<file path="src/rtl/mul_div_unit.sv">
// rtl/mul_div_unit.sv - iterative multiply/divide unit (radix-2^DIGIT_BITS multiply, restoring divide)
module mul_div_unit #(
    parameter int WIDTH      = 32,  // even, >= 4
    parameter int DIGIT_BITS = 4    // must divide WIDTH
) (
    input  logic             CLK,
    input  logic             Reset,
    input  logic             Start,
    input  logic [1:0]       Op,
    input  logic [WIDTH-1:0] A,
    input  logic [WIDTH-1:0] B,
    output logic             Busy,
    output logic             Done,
    output logic [WIDTH-1:0] High,
    output logic [WIDTH-1:0] Low,
    output logic             DivByZero
);

    localparam int W     = WIDTH;
    localparam int D     = DIGIT_BITS;
    localparam int N     = W / D;
    localparam int CNT_W = $clog2(W + 1);
    localparam logic [CNT_W-1:0] MUL_LAST = CNT_W'(N - 1);
    localparam logic [CNT_W-1:0] DIV_LAST = CNT_W'(W - 1);

    typedef enum logic [1:0] {
        S_IDLE,
        S_MUL,
        S_DIV,
        S_FIX
    } state_t;

    state_t           state_q, state_d;
    // Multiply: {partial product high, remaining multiplier digits}.
    // Divide:   {partial remainder, dividend bits shifting into quotient}.
    logic [2*W-1:0]   acc_q, acc_d;
    // |A| for multiply, |B| for divide; the operand added/subtracted each step.
    logic [W-1:0]     opnd_q, opnd_d;
    logic [CNT_W-1:0] cnt_q, cnt_d;
    logic             neg_q, neg_d;          // product / quotient sign
    logic             neg_rem_q, neg_rem_d;  // remainder follows the dividend sign
    logic             zero_q, zero_d;        // divide with B == 0
    logic             is_div_q, is_div_d;
    logic [W-1:0]     high_q, high_d;
    logic [W-1:0]     low_q, low_d;
    logic             dbz_q, dbz_d;
    logic             done_q, done_d;

    logic             a_neg, b_neg;
    logic [W-1:0]     a_abs, b_abs;
    logic [D-1:0]     digit;
    logic [W+D-1:0]   partial;
    logic [2*W-1:0]   mul_next;
    logic [W:0]       trial;
    logic [2*W-1:0]   div_next;
    logic [2*W-1:0]   prod;

    // Operand magnitudes and one iteration step of each datapath
    always_comb begin
        a_neg    = Op[0] & A[W-1];
        b_neg    = Op[0] & B[W-1];
        a_abs    = a_neg ? -A : A;
        b_abs    = b_neg ? -B : B;
        digit    = acc_q[D-1:0];
        partial  = {{D{1'b0}}, acc_q[2*W-1:W]}
                 + ({{D{1'b0}}, opnd_q} * {{W{1'b0}}, digit});
        mul_next = {partial, acc_q[W-1:D]};
        trial    = {acc_q[2*W-1:W], acc_q[W-1]} - {1'b0, opnd_q};
        if (!trial[W]) begin
            div_next = {trial[W-1:0], acc_q[W-2:0], 1'b1};
        end else begin
            div_next = {acc_q[2*W-2:0], 1'b0};
        end
        prod = neg_q ? -acc_q : acc_q;
    end

    // Controller next state and register updates
    always_comb begin
        state_d   = state_q;
        acc_d     = acc_q;
        opnd_d    = opnd_q;
        cnt_d     = cnt_q;
        neg_d     = neg_q;
        neg_rem_d = neg_rem_q;
        zero_d    = zero_q;
        is_div_d  = is_div_q;
        high_d    = high_q;
        low_d     = low_q;
        dbz_d     = dbz_q;
        done_d    = 1'b0;
        unique case (state_q)
            S_IDLE: begin
                if (Start) begin
                    cnt_d     = '0;
                    is_div_d  = Op[1];
                    neg_d     = a_neg ^ b_neg;
                    neg_rem_d = a_neg;
                    if (Op[1]) begin
                        opnd_d = b_abs;
                        zero_d = (B == '0);
                        if (B == '0) begin
                            // raw A is kept so FIX can return it as the remainder
                            acc_d   = {{W{1'b0}}, A};
                            state_d = S_FIX;
                        end else begin
                            acc_d   = {{W{1'b0}}, a_abs};
                            state_d = S_DIV;
                        end
                    end else begin
                        opnd_d  = a_abs;
                        zero_d  = 1'b0;
                        acc_d   = {{W{1'b0}}, b_abs};
                        state_d = S_MUL;
                    end
                end
            end
            S_MUL: begin
                acc_d = mul_next;
                cnt_d = cnt_q + CNT_W'(1);
                if (cnt_q == MUL_LAST) begin
                    state_d = S_FIX;
                end
            end
            S_DIV: begin
                acc_d = div_next;
                cnt_d = cnt_q + CNT_W'(1);
                if (cnt_q == DIV_LAST) begin
                    state_d = S_FIX;
                end
            end
            S_FIX: begin
                if (zero_q) begin
                    high_d = acc_q[W-1:0];
                    low_d  = '1;
                    dbz_d  = 1'b1;
                end else if (is_div_q) begin
                    // most-negative / -1 wraps back to most-negative here
                    low_d  = neg_q ? -acc_q[W-1:0] : acc_q[W-1:0];
                    high_d = neg_rem_q ? -acc_q[2*W-1:W] : acc_q[2*W-1:W];
                    dbz_d  = 1'b0;
                end else begin
                    {high_d, low_d} = prod;
                    dbz_d  = 1'b0;
                end
                done_d  = 1'b1;
                state_d = S_IDLE;
            end
            default: state_d = S_IDLE;
        endcase
    end

    // State registers, cleared immediately by reset
    always_ff @(posedge CLK or negedge Reset) begin
        if (!Reset) begin
            state_q   <= S_IDLE;
            acc_q     <= '0;
            opnd_q    <= '0;
            cnt_q     <= '0;
            neg_q     <= 1'b0;
            neg_rem_q <= 1'b0;
            zero_q    <= 1'b0;
            is_div_q  <= 1'b0;
            high_q    <= '0;
            low_q     <= '0;
            dbz_q     <= 1'b0;
            done_q    <= 1'b0;
        end else begin
            state_q   <= state_d;
            acc_q     <= acc_d;
            opnd_q    <= opnd_d;
            cnt_q     <= cnt_d;
            neg_q     <= neg_d;
            neg_rem_q <= neg_rem_d;
            zero_q    <= zero_d;
            is_div_q  <= is_div_d;
            high_q    <= high_d;
            low_q     <= low_d;
            dbz_q     <= dbz_d;
            done_q    <= done_d;
        end
    end

    assign Busy      = (state_q != S_IDLE);
    assign Done      = done_q;
    assign High      = high_q;
    assign Low       = low_q;
    assign DivByZero = dbz_q;

endmodule

</file>
<file path="config.mk">
export PLATFORM = sky130hd
export DESIGN_NAME = mul_div_unit
export DESIGN_NICKNAME = d
export VERILOG_FILES = /design/src/rtl/mul_div_unit.sv
export SDC_FILE = /design/constraint.sdc
export NUM_CORES = 1
export LEC_CHECK = 0
export BUFFER_PORTS_ARGS = -buffer_cell sky130_fd_sc_hd__buf_2
export CAP_MARGIN = 15
export CORE_MARGIN = 1
export CORE_UTILIZATION = 60
export CTS_CLUSTER_DIAMETER = 80
export DETAILED_ROUTE_END_ITERATION = 12
export GPL_ROUTABILITY_DRIVEN = 0
export GPL_TIMING_DRIVEN = 1
export PLACE_DENSITY = 0.79
export SYNTH_ARGS = -nofsm -noshare
export SYNTH_HDL_FRONTEND = slang
export SYNTH_SLANG_ARGS = --single-unit
</file>
<file path="constraint.sdc">
create_clock -name CLK -period 6.9 [get_ports CLK]
set_input_delay 1.38 -clock CLK [delete_from_list [all_inputs] [get_ports CLK]]
set_output_delay 1.38 -clock CLK [all_outputs]
set_load 0.05 [all_outputs]
</file>
Word-level counts from Yosys, hierarchy flattened. Index checks and enable logic that the tools add are counted.

$add $sub $neg: 8. Bitwise gates (word level): 3. Muxes and demuxes: 26. Reduce and logical (&&, ||, !) cells: 10. Multipliers: 1. Equal/unequal tests: 8.

Operators with widths (number): $mux W32 (10); $mux W64 (4); $pmux W64 S3 (1); $neg A32 Y32 (4); $neg A64 Y64 (1); $add A32 B36 Y36 (1); $mul A32 B4 Y36 (1); $sub A33 B32 Y33 (1); $logic_not A32 Y1 (1); $pmux W6 S2 (1); $mux W2 (4); $pmux W2 S4 (1); $add A6 B1 Y6 const B (1); $eq A6 B3 Y1 const B (1); $eq A6 B5 Y1 const B (1); $mux W6 (1); $ne A2 B2 Y1 const B (3); $reduce_and A2 Y1 (3); $eq A2 B2 Y1 const B (2); $mux W1 (4); $reduce_bool A2 Y1 (2); $reduce_and A3 Y1 (1); $reduce_bool A3 Y1 (1); $and A1 B1 Y1 (2); 4 further kinds (4).

Word-level logic and storage cells: 68. Bits in registers: 174. Output and inout bits: 67. Input bits: 69.

Longest topological paths before layout. Gate-level depths: netlist (run 1).

Depth in word-level cells: 6. Depth in mapped cells: 20.

Worst setup path before layout (run 1). No wires, ideal clock.

Kind: register to register. Start point: reg acc_q[1]. End point: reg acc_q[60]. Setup slack: 1.952 ns. Period minus slack after synthesis: 4.948 ns. Data arrival time: 4.822 ns. Setup time: 0.126 ns. Data required time: 6.774 ns. Cell stages (with the launch flop): 20. Cells stage by stage: dfrtp_1 -> inv_1 -> clkbuf_1 -> buf_1 -> nor2_1 -> fa_1 -> fa_1 -> inv_1 -> fa_1 -> inv_1 -> ha_1 -> nand2_1 -> or4_1 -> nand2_1 -> o211ai_1 -> a41o_1 -> o21ai_0 -> a21oi_1 -> xnor2_1 -> a221o_1.

Word-level cells in the longest chain between the ends: 3.

Ends and longest elaborated chain: start: declaration (RTL line 36) `logic [2*W-1:0] acc_q, acc_d;`; start signal: assignment (RTL line 156) `acc_q <= '0;`; start signal: assignment (RTL line 169) `acc_q <= acc_d;`; $mul A32 B4 Y36 (RTL line 66) `+ ({{D{1'b0}}, opnd_q} * {{W{1'b0}}, digit});`; $add A32 B36 Y36 (RTL line 66); $pmux W64 S3 (RTL line 91) `unique case (state_q)`.

Every way passes these cells. A chain may end at the register's enable or synchronous reset.

Worst setup path in the final report (run 1).
Start point: reg acc_q[1]. End point: reg acc_q[59].

Same word-level chain as after synthesis.

==> results of run 1 <==
[registers in the layout, indices dropped and copies added (netlist names)]
name       count
DivByZero      1
Done           1
High          32
Low           32
acc_q         64
cnt_q          6
is_div_q       1
neg_q          1
neg_rem_q      1
opnd_q        32
state_q        2
zero_q         1
[critical path, stage by stage, from the launching register on]
cell      delay (ns)
dfrtp_1         0.64
inv_1           0.48
nor2_1          0.29
fa_1            0.49
fa_1            0.55
inv_1           0.05
fa_1            0.50
inv_1           0.04
ha_1            0.38
and3_1          0.23
o21a_1          0.17
a311oi_1        0.40
nand3b_1        0.12
o21ai_0         0.50
o21ai_0         0.25
a211oi_1        0.29
o32ai_1         0.11
a221o_1         0.29
[per-stage QoR]
stage	cells	area [µm²]
floorplan	2351	18470
global placement	2752	19280
detailed placement	2752	19280
CTS	2784	19900
global route	2786	19920
finish	2786	19920
[cell type report]
| class | count | area, µm² | area share [%] |
|---|---|---|---|
| multi-input cells | 1809 | 12740 | 63.98 |
| repair buffers | 161 | 882.1 | 4.428 |
| inverters | 220 | 825.8 | 4.145 |
| well taps | 390 | 488.0 | 2.450 |
| clock buffers | 17 | 425.4 | 2.136 |
| flip-flops and latches | 174 | 4355 | 21.86 |
| clock inverters | 15 | 198.9 | 0.9987 |
[metal layers]
layer  GRT usage, %  part of all wire (%)  wire length (µm)
met5              0                     0                 0
met4          21.23                   5.9              3651
met3          12.43                    14              8553
met2          58.32                    42             26250
met1          52.86                    38             23710
[how the worst max path moves through the flow]
stage / endpoint / cells after the start / slack [ns] / start
after floorplan: acc_q[60]$_DFFE_PN0P_ / 19 / 1.95 / acc_q[1]$_DFFE_PN0P_
after global placement: acc_q[59]$_DFFE_PN0P_ / 16 / 1.43 / acc_q[3]$_DFFE_PN0P_
after detailed placement: acc_q[59]$_DFFE_PN0P_ / 16 / 1.27 / acc_q[3]$_DFFE_PN0P_
after CTS: acc_q[59]$_DFFE_PN0P_ / 17 / 1.20 / acc_q[1]$_DFFE_PN0P_
after global routing: acc_q[59]$_DFFE_PN0P_ / 17 / 0.71 / acc_q[1]$_DFFE_PN0P_
final: acc_q[59]$_DFFE_PN0P_ / 17 / 1.01 / acc_q[1]$_DFFE_PN0P_
[Yosys cell counts (44+ instances only)]
master,instances
o21ai_0,177
fa_1,92
nor2_1,248
ha_1,85
xnor2_1,109
and2_1,61
nor3_1,44
inv_1,219
nand2_1,190
a21oi_1,177
nand3_1,48
xor2_1,92
clkbuf_1,123
a22oi_1,54
dfrtp_1,174
[placed cells by master (no fill, tap or decap), types with 17 or more instances in the layout]
cell type / synthesis / layout
a21o_1: 41 / 41
o31ai_1: 17 / 17
xnor2_1: 109 / 109
nor2_1: 248 / 247
nand2_1: 190 / 189
xor2_1: 92 / 92
a31oi_1: 30 / 30
inv_1: 219 / 219
mux2i_1: 26 / 26
o21ai_0: 177 / 177
or3_1: 24 / 24
nand3_1: 48 / 48
a21oi_1: 177 / 177
buf_4: 1 / 24
and2_1: 61 / 61
buf_2: 4 / 134
nand2b_1: 18 / 18
o211ai_1: 19 / 19
dfrtp_1: 174 / 173
a22oi_1: 54 / 54
clkbuf_16: 0 / 17
ha_1: 85 / 84
nand4_1: 17 / 17
nor3_1: 44 / 44
fa_1: 92 / 92
a221oi_1: 17 / 17
a211oi_1: 22 / 21
[kinds of logic (layout without fill, tap and decap cells)]
family / count (synthesis) / count (layout) / synth area share [%]
multiplexers: 38 / 38 / 2.141
AND/OR/NAND/NOR: 741 / 741 / 19.02
adder cells (fa/ha/maj): 177 / 177 / 15.73
flip-flops: 174 / 174 / 23.58
XOR/XNOR: 201 / 201 / 9.533
AO/OA/AOI/OAI: 652 / 652 / 22.35
buffers and inverters: 368 / 413 / 7.650
==> impl_results.md, run 1 <==
* Nets at around 2600
* Total CTS buffers at 17
* Dpl hpwl at 47150 µm
* Outcome: completed
* Final Max Tran Viols at 0
* Hold/Removal Path Class: flop to flop
* Hold depth at 1
* Post-synth EDFFs at 0
* Crit-path max FO at 20
* RSZ-0062 raised after global routing: no
* Routed wire length at between 60000 and 70000 µm
* Die Y at 177.4 µm
* Yosys cell types at 73
* DIE AREA at between 30000 and 40000 µm²
* Main synth FF type: dfrtp_1
* Max_cap viols at 0
* Initial Util at around 62%
* Io pins at roughly 140
* Initial DRC count at between 2000 and 3000
* Antenna Nets Post-Route at 0
* CTS resizes at 0
* Postcts setup bufs at 0
* Worst Hold Slack at 0.5102 ns
* Final clock skew at around 0.025 ns
* Site Rows at 63
* Startpoint types: flop
* Syn_area_per_cell at approximately 7.9 µm²
* Netlist Area Pre-Place at between 15000 and 20000 µm²
* CTS Sinks at 174
* Worst slack, placed at ~1.3 ns
* Gr usage total at between 30% and 40%
* Initial antenna violation count at 0
* P&R area growth vs syn at 7.873%
* Post-synthesis cell count at 2351
* Worst Setup Slack, final at 1.010 ns
* Crit Reg-Reg Startpoint: acc_q[1]$_DFFE_PN0P_
* Global route overflow at 0
* CTS Hold Bufs at 0
* Setup CP Type: flop to flop
* Clock transition at path regs at about 0.080 ns
* F_max at 0.1698 GHz
* # DRC at 0
* Worst Hold End: DivByZero$_DFFE_PN0P_
* Diode count at 0
* FF+latch count, synth at 174
* IO buf count at between 100 and 150
* Synth area leaders: dfrtp_1 (24%), fa_1 (10%), ha_1 (5.8%), xnor2_1 (5.2%), nor2_1 (5.0%)
* Root Buffer: clkbuf_16
* Final setup vio count at 0
* Area leader, netlist: dfrtp_1
* Largest net degree at the start of global routing at 96
* DR vias/cell at approximately 6.7
* Hold Vio Cnt, Final at 0
* Fin crit share at 85.37%
* CTS max path bufs at 2
* Sequential share of the synthesized area at a little under a quarter
* Min-delay src: DivByZero$_DFFE_PN0P_
* DR pass1 iterations at 8
* Fillers at 2475
* Routed length per instance at approximately 22 µm
* Top cell type's share of synthesized area at 23.58%
* Share of layout cells above drive strength 1 at 9.683%
* R2r worst-path depth at 17
* R2R Path End: acc_q[59]$_DFFE_PN0P_
* CP required at approximately 7.3 ns
* Synth Net Count at 2597
* R2R setup slack at 1.01 ns
* Vias in the first global route at ~17000
* Clock H-tree levels at 4
* Vias at around 19000
* Crit path DAT at between 6 and 7 ns
* Slew @ Worst Pin at 1.140 ns
* Worst-Skew Late Latency at 0.47 ns
* Die width at 177.4 µm
* First-pass GRT wire length at about 96000 µm
* Min Tclk post-route at about 6 ns
* Final Util at between 60% and 70%
* Aggregate negative setup slack at 0 ns
* Async set-reset flop share out of synthesis at 100.0%
* Slew margin rel. at a little under a quarter
* Worst setup EP type: flop
* TritonCTS clock tree: done
* Syn. warnings at 0
* Area of the core at around 30000 µm²
Power of run 1 is not shown: default switching activity piles up to over one toggle a cycle in this logic, so the estimate is an artifact.
==> run 2: changes to the inputs <==
MAX_ROUTING_LAYER = met4   (was unset)
PLACE_DENSITY = 0.83   (was 0.79)
RECOVER_POWER = 100   (was unset)
==> impl_results.md, run 2 (synthesized netlist as in run 1, its figures left out) <==
* Area of the multi-input gates at ~13000 µm²
* Startpoint types: flop
* # DRC at 0
* Routed wire length at between 60000 and 70000 µm
* Dpl hpwl at around 47000 µm
* Vias in the first global route at between 15000 and 20000
* Initial antenna violation count at 1
* RSZ-0062 raised after global routing: no
* Slew @ Worst Pin at roughly 3.9 ns
* Initial DRC count at approximately 2800
* Aggregate negative setup slack at 0 ns
* Failing checks: max-capacitance violations, max-slew violations
* Worst slack, placed at ~1.2 ns
* Max reg flops at 64
* Slew margin rel. at -161.3%
* Post-route cell area at between 15000 and 20000 µm²
* Setup CP Type: flop to flop
* Global route overflow at 0
* Vias at 19010
* Most flop-heavy register: acc_q
* Final Max Tran Viols at 440
* Root Buffer: clkbuf_16
* Max_cap viols at 8
* Initial Util at approximately three fifths
* F_max at ~0.16 GHz
* CTS Hold Bufs at 0
* Worst-Skew Late Latency at roughly 0.47 ns
* Min Tclk post-route at roughly 6.3 ns
* Outcome: finished with violations
* Worst setup EP type: flop
* Clock transition at path regs at roughly 0.08 ns
* P&R area growth vs syn at 6.722%
* Site Rows at between 60 and 70
* Most frequent cells in the layout: nor2_1 (247), inv_1 (219), nand2_1 (189), o21ai_0 (181), a21oi_1 (177)
* Share of layout cells above drive strength 1 at under 10%
* Dpl cell area at just under 20000 µm²
* CTS Sinks at around 170
* TritonCTS clock tree: done
* Die width at ~180 µm
* Fin crit share at 90.63%
* Crit path DAT at 6.62 ns
* Crit Reg-Reg Startpoint: acc_q[31]$_DFFE_PN0P_
* Area of the core at about 30000 µm²
* CTS resizes at 0
* DR vias/cell at a little under 7
* Routed length per instance at between 20 and 25 µm
* Register Area at 4355 µm²
* Hold/Removal Path Class: flop to flop
* DIE AREA at roughly 31000 µm²
* Fillers at 2515
* Final clock skew at approximately 0.031 ns
* Postcts setup bufs at 0
* Nets at approximately 2600
* IO buf count at roughly 140
* Io pins at between 100 and 150
* Final setup vio count at 0
* DR pass1 iterations at 7
* Worst Setup Slack, final at about 0.65 ns
* Commonest non-fill, non-tap cell in the layout: nor2_1
* Gr usage total at between 40% and 50%
* CP required at 7.26 ns
* Total CTS buffers at 17
* First-pass GRT wire length at about 96000 µm
* Crit-path max FO at 44
* Antenna Nets Post-Route at 0
* Hold Vio Cnt, Final at 0
* Largest net degree at the start of global routing at 97
* CTS max path bufs at 2
* CP startpoint: acc_q[31]$_DFFE_PN0P_
* Clock H-tree levels at 4
* Min-delay src: High[19]$_DFFE_PN0P_
* Die Y at between 150 and 200 µm
==> run 2: cell types whose count changed in the layout (fill, tap and decap cells not counted), sizes merged <==
| cell | before | now |
|---|---|---|
| buf | 160 | 76 |
| clkbuf | 18 | 96 |
| clkinv | 6 | 5 |
| diode | 0 | 1 |
| inv | 229 | 230 |
==> run 2: area by class of cell <==
| type | count | area share (%) |
|---|---|---|
| Antenna cell | 1 | 0.01270 |
| Clock buffer | 17 | 2.159 |
| Clock inverter | 15 | 1.009 |
| Inverter | 220 | 4.190 |
| Multi-Input combinational cell | 1809 | 64.47 |
| Sequential cell | 174 | 22.10 |
| Tap cell | 390 | 2.476 |
| Timing Repair Buffer | 155 | 3.587 |
==> run 2: final timing paths <==
check,end,slack (ns),cells past startpoint
worst max-delay path,acc_q[57]$_DFFE_PN0P_,0.65,14
worst min-delay path,High[19]$_DFFE_PN0P_,0.52,1
worst max register to register,acc_q[57]$_DFFE_PN0P_,0.65,14
worst min register to register,High[19]$_DFFE_PN0P_,0.52,1
max in group asynchronous,zero_q$_DFFE_PN0P_,1.57,2
min in group asynchronous,acc_q[62]$_DFFE_PN0P_,2.05,1
==> run 2: metrics by stage <==
step	utilization [%]	hold WS, ns	cells
floorplan	-	0.4779	2351
global placement	64.22	0.4719	2747
detailed placement	64.22	0.4838	2747
CTS	66.31	0.5161	2779
global route	65.79	0.5334	2781
finish	65.79	0.5181	2781
==> run 2: per-layer routing <==
metal / wire length [µm] / up-vias / track usage (%)
met5: 0 / - / -
met4: 4394 / 0 / 23.15
met3: 8948 / 360 / 10.82
met2: 26260 / 1533 / 58.58
met1: 23240 / 8941 / 52.39
li1: - / 8174 / -
==> run 2: critical path, cell delays in order (launching register included) <==
cell      delay [ns]
dfrtp_1         0.55
inv_1           0.16
ha_1            0.24
inv_1           0.07
fa_1            0.24
a211oi_1        0.11
o211ai_1        0.36
a31oi_1         0.32
a2111o_1        0.56
and3_1          0.26
a211oi_4        0.20
clkbuf_1        1.81
and2_0          0.90
a222oi_1        0.17
o211ai_1        0.21
Power of run 2 is left out for the same reason.
